<file path="src/rtl/matrix_pkg.sv">
// Shared constants, state encoding and write payload for the matrix input assembler.
package matrix_pkg;

    localparam int unsigned MAX_DIM   = 5;
    localparam int unsigned DATA_W    = 4;
    localparam int unsigned ADDR_W    = 5;
    localparam int unsigned DIM_W     = 3;
    localparam int unsigned CNT_W     = ADDR_W + 1;
    localparam int unsigned MAX_ELEMS = MAX_DIM * MAX_DIM;

    typedef enum logic [2:0] {
        IDLE,
        COLLECT,
        PAD,
        DONE,
        ERROR
    } state_t;

    typedef struct packed {
        logic [ADDR_W-1:0] addr;
        logic [DATA_W-1:0] data;
    } wr_txn_t;

    // rows*cols, saturated at the largest storable matrix
    function automatic logic [ADDR_W-1:0] elem_total(input logic [DIM_W-1:0] rows,
                                                     input logic [DIM_W-1:0] cols);
        logic [2*DIM_W-1:0] prod;
        prod = (2*DIM_W)'(rows) * (2*DIM_W)'(cols);
        if (prod > (2*DIM_W)'(MAX_ELEMS)) begin
            return ADDR_W'(MAX_ELEMS);
        end
        return ADDR_W'(prod);
    endfunction

endpackage

</file>
<file path="src/rtl/matrix_input_assembler_if.sv">
// Control, element stream and storage-write/status bundle of the matrix input assembler.
interface matrix_input_assembler_if;
    import matrix_pkg::*;

    logic              start;
    logic              abort;
    logic              end_input;
    logic [DIM_W-1:0]  input_rows;
    logic [DIM_W-1:0]  input_cols;
    logic [DATA_W-1:0] input_data;
    logic              data_valid;
    logic              dim_valid;
    logic              data_range_valid;

    logic              wr_en;
    logic [ADDR_W-1:0] wr_addr;
    logic [DATA_W-1:0] wr_data;
    logic [DIM_W-1:0]  mat_rows;
    logic [DIM_W-1:0]  mat_cols;
    logic [CNT_W-1:0]  elem_count;
    logic              busy;
    logic              done;
    logic              err;
    logic              range_drop;

    modport master (
        output start, abort, end_input, input_rows, input_cols, input_data,
               data_valid, dim_valid, data_range_valid,
        input  wr_en, wr_addr, wr_data, mat_rows, mat_cols, elem_count,
               busy, done, err, range_drop
    );

    modport slave (
        input  start, abort, end_input, input_rows, input_cols, input_data,
               data_valid, dim_valid, data_range_valid,
        output wr_en, wr_addr, wr_data, mat_rows, mat_cols, elem_count,
               busy, done, err, range_drop
    );

endinterface

</file>
<file path="src/rtl/matrix_input_assembler.sv">
// Counts validated elements against rows*cols and emits row-major storage writes.
// Build option MATRIX_PAD_ZERO_EN: early end_input zero-fills the matrix instead of erroring.
module matrix_input_assembler
    import matrix_pkg::*;
(
    input logic                     clk,
    input logic                     rst_n,
    matrix_input_assembler_if.slave bus
);

    state_t            state_q, state_d;
    logic [DIM_W-1:0]  rows_q, rows_d;
    logic [DIM_W-1:0]  cols_q, cols_d;
    logic [ADDR_W-1:0] total_q, total_d;
    logic [CNT_W-1:0]  count_q, count_d;
    wr_txn_t           wr_q, wr_d;
    logic              wr_en_q, wr_en_d;
    logic              busy_q, busy_d;
    logic              done_q, done_d;
    logic              err_q, err_d;
    logic              range_drop_q, range_drop_d;

    logic [CNT_W-1:0]  count_inc;
    logic [CNT_W-1:0]  total_ext;

    assign count_inc = count_q + CNT_W'(1);
    assign total_ext = CNT_W'(total_q);

    // State register and registered outputs
    always_ff @(posedge clk or negedge rst_n) begin
        if (!rst_n) begin
            state_q      <= IDLE;
            rows_q       <= '0;
            cols_q       <= '0;
            total_q      <= '0;
            count_q      <= '0;
            wr_q         <= '0;
            wr_en_q      <= 1'b0;
            busy_q       <= 1'b0;
            done_q       <= 1'b0;
            err_q        <= 1'b0;
            range_drop_q <= 1'b0;
        end else begin
            state_q      <= state_d;
            rows_q       <= rows_d;
            cols_q       <= cols_d;
            total_q      <= total_d;
            count_q      <= count_d;
            wr_q         <= wr_d;
            wr_en_q      <= wr_en_d;
            busy_q       <= busy_d;
            done_q       <= done_d;
            err_q        <= err_d;
            range_drop_q <= range_drop_d;
        end
    end

    // Next-state and next-output logic
    always_comb begin
        state_d      = state_q;
        rows_d       = rows_q;
        cols_d       = cols_q;
        total_d      = total_q;
        count_d      = count_q;
        wr_d         = '0;
        wr_en_d      = 1'b0;
        range_drop_d = 1'b0;

        case (state_q)
            IDLE, ERROR: begin
                if (bus.start && bus.dim_valid) begin
                    rows_d  = bus.input_rows;
                    cols_d  = bus.input_cols;
                    total_d = elem_total(bus.input_rows, bus.input_cols);
                    count_d = '0;
                    state_d = COLLECT;
                end else if (bus.start) begin
                    state_d = ERROR;
                end
            end

            COLLECT: begin
                if (bus.data_valid && bus.data_range_valid) begin
                    wr_en_d      = 1'b1;
                    wr_d.addr    = ADDR_W'(count_q);
                    wr_d.data    = bus.input_data;
                    count_d      = count_inc;
                end else if (bus.data_valid) begin
                    range_drop_d = 1'b1;
                end
                // The element is accounted for before end_input is judged
                if (count_d == total_ext) begin
                    state_d = DONE;
                end else if (bus.end_input) begin
`ifdef MATRIX_PAD_ZERO_EN
                    state_d = PAD;
`else
                    state_d = ERROR;
`endif
                end
            end

`ifdef MATRIX_PAD_ZERO_EN
            PAD: begin
                wr_en_d   = 1'b1;
                wr_d.addr = ADDR_W'(count_q);
                wr_d.data = '0;
                count_d   = count_inc;
                if (count_inc == total_ext) begin
                    state_d = DONE;
                end
            end
`endif

            DONE: begin
                state_d = IDLE;
            end

            default: begin
                state_d = IDLE;
            end
        endcase

        // abort wins over anything else seen in the same cycle
        if (bus.abort) begin
            state_d      = IDLE;
            count_d      = '0;
            wr_d         = '0;
            wr_en_d      = 1'b0;
            range_drop_d = 1'b0;
        end

        busy_d = (state_d == COLLECT) || (state_d == PAD);
        done_d = (state_d == DONE);
        err_d  = (state_d == ERROR);
    end

    assign bus.wr_en      = wr_en_q;
    assign bus.wr_addr    = wr_q.addr;
    assign bus.wr_data    = wr_q.data;
    assign bus.mat_rows   = rows_q;
    assign bus.mat_cols   = cols_q;
    assign bus.elem_count = count_q;
    assign bus.busy       = busy_q;
    assign bus.done       = done_q;
    assign bus.err        = err_q;
    assign bus.range_drop = range_drop_q;

endmodule

</file>
<file path="src/flat_wrapper.sv">
// flat-port wrapper written by rule: the top's interface ports become plain ports
module matrix_input_assembler_flat import matrix_pkg::*;
  (clk, rst_n, bus_start, bus_abort, bus_end_input, bus_input_rows, bus_input_cols, bus_input_data, bus_data_valid, bus_dim_valid, bus_data_range_valid, bus_wr_en, bus_wr_addr, bus_wr_data, bus_mat_rows, bus_mat_cols, bus_elem_count, bus_busy, bus_done, bus_err, bus_range_drop);
  matrix_input_assembler_if bus_i ();
  input logic clk;
  input logic rst_n;
  input wire logic [$bits(bus_i.start)-1:0] bus_start;
  input wire logic [$bits(bus_i.abort)-1:0] bus_abort;
  input wire logic [$bits(bus_i.end_input)-1:0] bus_end_input;
  input wire logic [$bits(bus_i.input_rows)-1:0] bus_input_rows;
  input wire logic [$bits(bus_i.input_cols)-1:0] bus_input_cols;
  input wire logic [$bits(bus_i.input_data)-1:0] bus_input_data;
  input wire logic [$bits(bus_i.data_valid)-1:0] bus_data_valid;
  input wire logic [$bits(bus_i.dim_valid)-1:0] bus_dim_valid;
  input wire logic [$bits(bus_i.data_range_valid)-1:0] bus_data_range_valid;
  output wire logic [$bits(bus_i.wr_en)-1:0] bus_wr_en;
  output wire logic [$bits(bus_i.wr_addr)-1:0] bus_wr_addr;
  output wire logic [$bits(bus_i.wr_data)-1:0] bus_wr_data;
  output wire logic [$bits(bus_i.mat_rows)-1:0] bus_mat_rows;
  output wire logic [$bits(bus_i.mat_cols)-1:0] bus_mat_cols;
  output wire logic [$bits(bus_i.elem_count)-1:0] bus_elem_count;
  output wire logic [$bits(bus_i.busy)-1:0] bus_busy;
  output wire logic [$bits(bus_i.done)-1:0] bus_done;
  output wire logic [$bits(bus_i.err)-1:0] bus_err;
  output wire logic [$bits(bus_i.range_drop)-1:0] bus_range_drop;
  assign bus_i.start = bus_start;
  assign bus_i.abort = bus_abort;
  assign bus_i.end_input = bus_end_input;
  assign bus_i.input_rows = bus_input_rows;
  assign bus_i.input_cols = bus_input_cols;
  assign bus_i.input_data = bus_input_data;
  assign bus_i.data_valid = bus_data_valid;
  assign bus_i.dim_valid = bus_dim_valid;
  assign bus_i.data_range_valid = bus_data_range_valid;
  assign bus_wr_en = bus_i.wr_en;
  assign bus_wr_addr = bus_i.wr_addr;
  assign bus_wr_data = bus_i.wr_data;
  assign bus_mat_rows = bus_i.mat_rows;
  assign bus_mat_cols = bus_i.mat_cols;
  assign bus_elem_count = bus_i.elem_count;
  assign bus_busy = bus_i.busy;
  assign bus_done = bus_i.done;
  assign bus_err = bus_i.err;
  assign bus_range_drop = bus_i.range_drop;
  matrix_input_assembler u_core (.clk(clk), .rst_n(rst_n), .bus(bus_i));
endmodule
</file>
<file path="config.mk">
export PLATFORM = sky130hd
export DESIGN_NAME = matrix_input_assembler_flat
export DESIGN_NICKNAME = d
export VERILOG_FILES = /design/src/rtl/matrix_pkg.sv /design/src/rtl/matrix_input_assembler_if.sv /design/src/rtl/matrix_input_assembler.sv /design/src/flat_wrapper.sv
export SDC_FILE = /design/constraint.sdc
export NUM_CORES = 1
export LEC_CHECK = 0
export CAP_MARGIN = 20
export CORE_ASPECT_RATIO = 1.25
export CORE_MARGIN = 2
export CORE_UTILIZATION = 55
export CTS_CLUSTER_DIAMETER = 40
export DETAILED_ROUTE_END_ITERATION = 16
export DONT_BUFFER_PORTS = 1
export GPL_ROUTABILITY_DRIVEN = 0
export GPL_TIMING_DRIVEN = 0
export PLACE_DENSITY_LB_ADDON = 0.05
export SLEW_MARGIN = 20
export SYNTH_ARGS = -nofsm -noshare
export SYNTH_HDL_FRONTEND = slang
export SYNTH_SLANG_ARGS = --single-unit
</file>
<file path="constraint.sdc">
create_clock -name clk -period 2.1 [get_ports clk]
set_input_delay 0.315 -clock clk [delete_from_list [all_inputs] [get_ports clk]]
set_output_delay 0.315 -clock clk [all_outputs]
set_load 0.01 [all_outputs]
</file>
# [Word level (Yosys, flattened, before mapping)]
# Cells that the tools add are included.
[totals] inputBits=18 output_inout_bits=26 wordCells=57 register_bits=34
[op_classes] n_reduce_logical=8 mul=1 add_sub_neg=1 n_mux=26 eq_ne=8 magnitude_cmp=1
[op_table] op="9-bit two-way mux" count=3
[op_table] op="6-bit two-way mux" count=4
[op_table] op="3-bit two-way mux" count=5
[op_table] op="6-bit case mux with 2 select lines" count=1
[op_table] op="1-bit two-way mux" count=10
[op_table] op="5-bit two-way mux" count=2
[op_table] op="6-bit by 1-bit adder with 6-bit output (second input constant)" count=1
[op_table] op="3-bit by 1-bit equality test with 1-bit output (second input constant)" count=2
[op_table] op="3-bit by 2-bit equality test with 1-bit output (second input constant)" count=2
[op_table] op="3-bit equality test (second input constant)" count=2
[op_table] op="6-bit by 5-bit equality test with 1-bit output" count=1
[op_table] op="6-bit by 5-bit > comparator with 1-bit output (second input constant)" count=1
[op_table] op="3-bit by 3-bit multiplier with 6-bit output" count=1
[op_table] op="3-bit case mux with 2 select lines" count=1
[op_table] op="2-bit AND reduction" count=2
[op_table] op="3-bit zero test" count=1
[op_table] op="3-bit by 2-bit != test with 1-bit output (second input constant)" count=1
[op_table] op="3-bit nonzero test" count=1
[op_table] op="1-bit logical AND" count=2
[op_table] op="2-bit OR reduction" count=1
[op_table] op="1-bit logical OR" count=1

# [Logic depth before layout (Yosys ltp)]
[depth] depth_word=9 ltp_mapped=9 ltp_nobuf=9

# [Least setup slack after synthesis]
# OpenSTA, ideal clock, no wires.
[synth_timing] path_type="in2reg" startpoint="input port bus_input_rows[2]" endpoint="register u_core.total_q[0]" t_required_ns=1.949 path_stages=9 setup_ns=0.151 arrival_ns=2.663 slack_ns=-0.714 path_cell_list="and2_1 fa_1 ha_1 inv_1 fa_1 o21bai_1 o21ai_0 a2111oi_0 o21ai_0"
[synth_via] elab_chain_len=6
[synth_rtl] element="start: declaration" line="flat_wrapper.sv:10" text="input wire logic [$bits(bus_i.input_rows)-1:0] bus_input_rows;"
[synth_rtl] element="3-bit by 3-bit multiplier with 6-bit output" line="matrix_pkg.sv:28" text="prod = (2*DIM_W)'(rows) * (2*DIM_W)'(cols);"
[synth_rtl] element="6-bit by 5-bit > comparator with 1-bit output" line="matrix_pkg.sv:29" text="if (prod > (2*DIM_W)'(MAX_ELEMS)) begin"
[synth_rtl] element="1-bit two-way mux" line="matrix_pkg.sv:29"
[synth_rtl] element="1-bit two-way mux" line="matrix_input_assembler.sv:71" text="if (bus.start && bus.dim_valid) begin"
[synth_rtl] element="1-bit two-way mux" line="matrix_input_assembler.sv:69" text="case (state_q)"
[synth_rtl] element="5-bit two-way mux" line="matrix_pkg.sv:32" text="return ADDR_W'(prod);"
[synth_rtl] element="end signal: assignment" line="matrix_input_assembler.sv:47" text="total_q <= total_d;"
[synth_rtl] element="end: declaration" line="matrix_input_assembler.sv:14" text="logic [ADDR_W-1:0] total_q, total_d;"
# Every way passes these cells. The select of a mux whose other input is x is not followed.
# A chain may end at the register's enable or synchronous reset.

# [Final worst setup path]
[layout_timing] startpoint="input port bus_input_rows[1]" endpoint="register u_core.total_q[2]"
[layout_via] elab_chain_len=6
[layout_rtl] element="3-bit by 3-bit multiplier with 6-bit output *" line="matrix_pkg.sv:28"
[layout_rtl] element="6-bit by 5-bit > comparator with 1-bit output" line="matrix_pkg.sv:29"
[layout_rtl] element="1-bit two-way mux" line="matrix_pkg.sv:29"
[layout_rtl] element="1-bit two-way mux" line="matrix_input_assembler.sv:71"
[layout_rtl] element="1-bit two-way mux" line="matrix_input_assembler.sv:69"
[layout_rtl] element="5-bit two-way mux *" line="matrix_pkg.sv:32"
# Every way passes the cells marked *; elsewhere a longest branch is shown, timed or not. The select of a mux whose other input is x is not followed.

==> qor.txt <==
Setup WS post-layout = -0.125 ns
Detail Placement HPWL = 2530 um
Synthesis-stage register bit count = 34
Routed WL per cell = 15.2 um
Headroom to the max-slew limit = 59.2%
Mapped cell area = 0.00175 mm2
Pleak = 0.893 nW
Crit path kind = input pin to flip-flop
DRT Wirelength = 3350 um
Synth cell types = 41
Initial antenna violation count = 0
Setup crit end kind = flip-flop
M1 wire length = 1270 um
Die height = 67.0 um
Number of global-route vias before repair = 1333
Die width = 54.4 um
Setup violations, final = 3
# port buffers = 0
CTS tree = done
Routed Antenna Nets = 0
Site Rows = 22
Clk root buf = clkbuf_4
Max VDD drop = 0.487 mV
Final worst-path cycle share = 106%
Top Layer Used = met4
Max incr delay on CP = 0.53 ns
Setup crit start kind = input pin
Starting density of the core = 58.7%
RSZ-0062 raised after global routing = yes
Cell chain of the critical path = and2_4 > fa_1 > ha_2 > inv_2 > fa_1 > o21bai_4 > o21ai_2 > a2111oi_4 > a22o_1
GR Util All Layers = 21.8%
Pins Over Slew Limit = 0
Top cell by count, worst path = fa_1
CTS H-tree lvls = 2
Largest net degree at the start of global routing = 35
Worst endpoint data arrival time = 2.49 ns
DRC Markers = 0
Worst skew pair latency = 0.32 ns
Placed insts = 210
CP Buf/Inv Count = 1
CTS Buffer Depth = 2
IO Pins = 44
Reg clk slew, reported paths = 0.10 ns
Fin cells = 220
Top cells by area, synth = dfrtp_1 (49%), and2_1 (5.7%), nand2_1 (5.2%), ha_1 (5.0%), nor2_1 (3.7%)
MaxCap Viol Count = 0
Count leader, synth = dfrtp_1
Clock buffer count from CTS = 5
Mapped Cells = 174
Congestion Overflow GR = 0
Slowest CP cell = fa_1
Post-detailed-route via-to-cell ratio = 5.90
Routed wl met3 = 224 um
Routed wl met2 = 1830 um
CTS sink cnt = 34
DR vias = 1298
Layout cell share with drive strength beyond 1 = 15.2%
Failing checks = setup timing
Drt pass-1 iters = 4
First DRT Iteration DRCs = 18
Ys async rst share = 100%
Final Hold Viols = 0
Number of synthesis warnings = 0
Main synth FF type = dfrtp_1
Util after Layout = 65.8%
Synth area leader = dfrtp_1
Syn_nets = 201
PwrDens = 736 mW/mm2
Cell family with most CP delay = adder cells
Max Fanout on Critical Path = 4
Synth cell count leaders = dfrtp_1 (34), nand2_1 (24), nor2_1 (17), and2_1 (16), o21ai_0 (10)
Nets@finish = 211
Core box area = 0.00297 mm2
HP Class = input pin to flip-flop
Post-synthesis sequential area ratio = 48.7%
Maximum clock rate = 449 MHz
Synthesized area per cell = 10.0 um2
Antenna diode count = 0
Worst Clk Skew = 0.00841 ns
Worst-Margin Slew = 0.608 ns
Required @ worst endpoint = 2.36 ns
Fin crit period = 2.22 ns
Post-synth EDFFs = 0
First-pass GRT wire length = 5770 um
Status = finished, violations left
Fin Hold WS = 0.0409 ns
Total Neg Setup Slack = -0.349 ns
Total Die Area = 0.00364 mm2
Top-area cell type share of the netlist area = 48.7%
Syn-to-layout area delta = 12.0%
==> where the power goes <==
part	total [mW]	internal [mW]	switching [mW]
Sequential	0.743	0.699	0.0434
Clock	0.480	0.277	0.203
Combinational	0.217	0.0975	0.119
Total	1.44	1.07	0.366
==> placed cells by master, fill, tap and decap left out, types with 3 or more instances in the layout <==
cell type / n
a21oi_1: 5
a22o_1: 3
and2_1: 15
clkbuf_4: 5
dfrtp_1: 32
ha_1: 6
inv_1: 6
nand2_1: 24
nand3_1: 4
nor2_1: 17
o21a_1: 3
o21ai_0: 8
xor2_1: 4
==> per-layer routing <==
| metal | GRT usage, % | up-vias |
|---|---|---|
| met1 | 23.3 | 635 |
| met2 | 39.0 | 41 |
| met4 | 7.50 | 0 |
| met5 | 0 | - |
| li1 | - | 618 |
| met3 | 6.95 | 4 |
==> sequential cells by signal, indices dropped and copies added, names as in the netlist <==
| signal | count |
|---|---|
| u_core.bus.elem_count | 6 |
| u_core.bus.wr_addr | 5 |
| u_core.total_q | 5 |
| u_core.bus.wr_data | 4 |
| u_core.bus.mat_cols | 3 |
| u_core.bus.mat_rows | 3 |
| u_core.state_q | 3 |
| u_core.bus.busy | 1 |
| u_core.bus.done | 1 |
| u_core.bus.err | 1 |
| u_core.bus.range_drop | 1 |
| u_core.bus.wr_en | 1 |
==> per-stage QoR <==
stage | power, mW | cell area (um2) | setup slack, ns
3_3_place_gp | 0.933 | 1800 | -0.515
2_1_floorplan | 0.901 | 1760 | -0.398
5_1_grt | 1.52 | 1960 | -0.189
3_5_place_dp | 0.938 | 1800 | -0.530
4_1_cts | 1.45 | 1950 | -0.0849
6_report | 1.44 | 1960 | -0.125
==> logic make-up (layout without fill, tap and decap cells) <==
kind of cell / count (synthesis) / after routing / synth area share (%)
xor gates and xnor gates: 6 / 6 / 3.01
muxes: 1 / 1 / 0.573
and+or+nand+nor: 77 / 77 / 22.7
adders and majority gates: 9 / 9 / 7.31
AOI/OAI and AO/OA: 34 / 34 / 13.8
DFF: 34 / 34 / 48.7
buffers and inverters: 13 / 23 / 3.87
==> path summary, 6_finish.rpt <==
check	start	end	slack, ns	cells past startpoint
setup / recovery	bus_input_rows[1]	u_core.total_q[2]$_DFFE_PN0P_	-0.12	9
hold / removal	bus_data_range_valid	u_core.bus.range_drop$_DFF_PN0_	0.04	1
setup reg to reg	u_core.bus.elem_count[1]$_DFFE_PN0P_	u_core.bus.busy$_DFF_PN0_	0.17	6
min in group asynchronous	rst_n	u_core.bus.range_drop$_DFF_PN0_	0.43	2
max in group asynchronous	rst_n	u_core.bus.elem_count[0]$_DFFE_PN0P_	1.48	2
hold reg to reg	u_core.total_q[3]$_DFFE_PN0P_	u_core.total_q[3]$_DFFE_PN0P_	0.53	2
==> what timing repair did <==
item                                    4_1_cts  5_1_grt
pin swaps                                     3        1
endpoints found under the setup margin        3        5
resized for setup                             5        2
gates cloned                                  0        0
hold buffers                                  2        0
hold endpoints to repair                     34        0
setup buffers                                 0        1
==> area by class of cell <==
class,instances,area [um2]
Multi-Input combinational cell,127,871
Clock buffer,6,51.3
Fill cell,243,1020
Timing Repair Buffer,3,37.5
Clock inverter,1,30.0
Tap cell,36,45.0
Sequential cell,34,853
Inverter,8,30.0
Buffer,5,37.5
==> worst register-to-register path, stage by stage (launching register included) <==
cell,delay [ns]
dfrtp_2,0.45
ha_1,0.23
nand3_2,0.15
nor3_2,0.29
o2111a_1,0.24
o2111ai_2,0.18
o31a_1,0.28
Power figures use the tool's default switching activity.
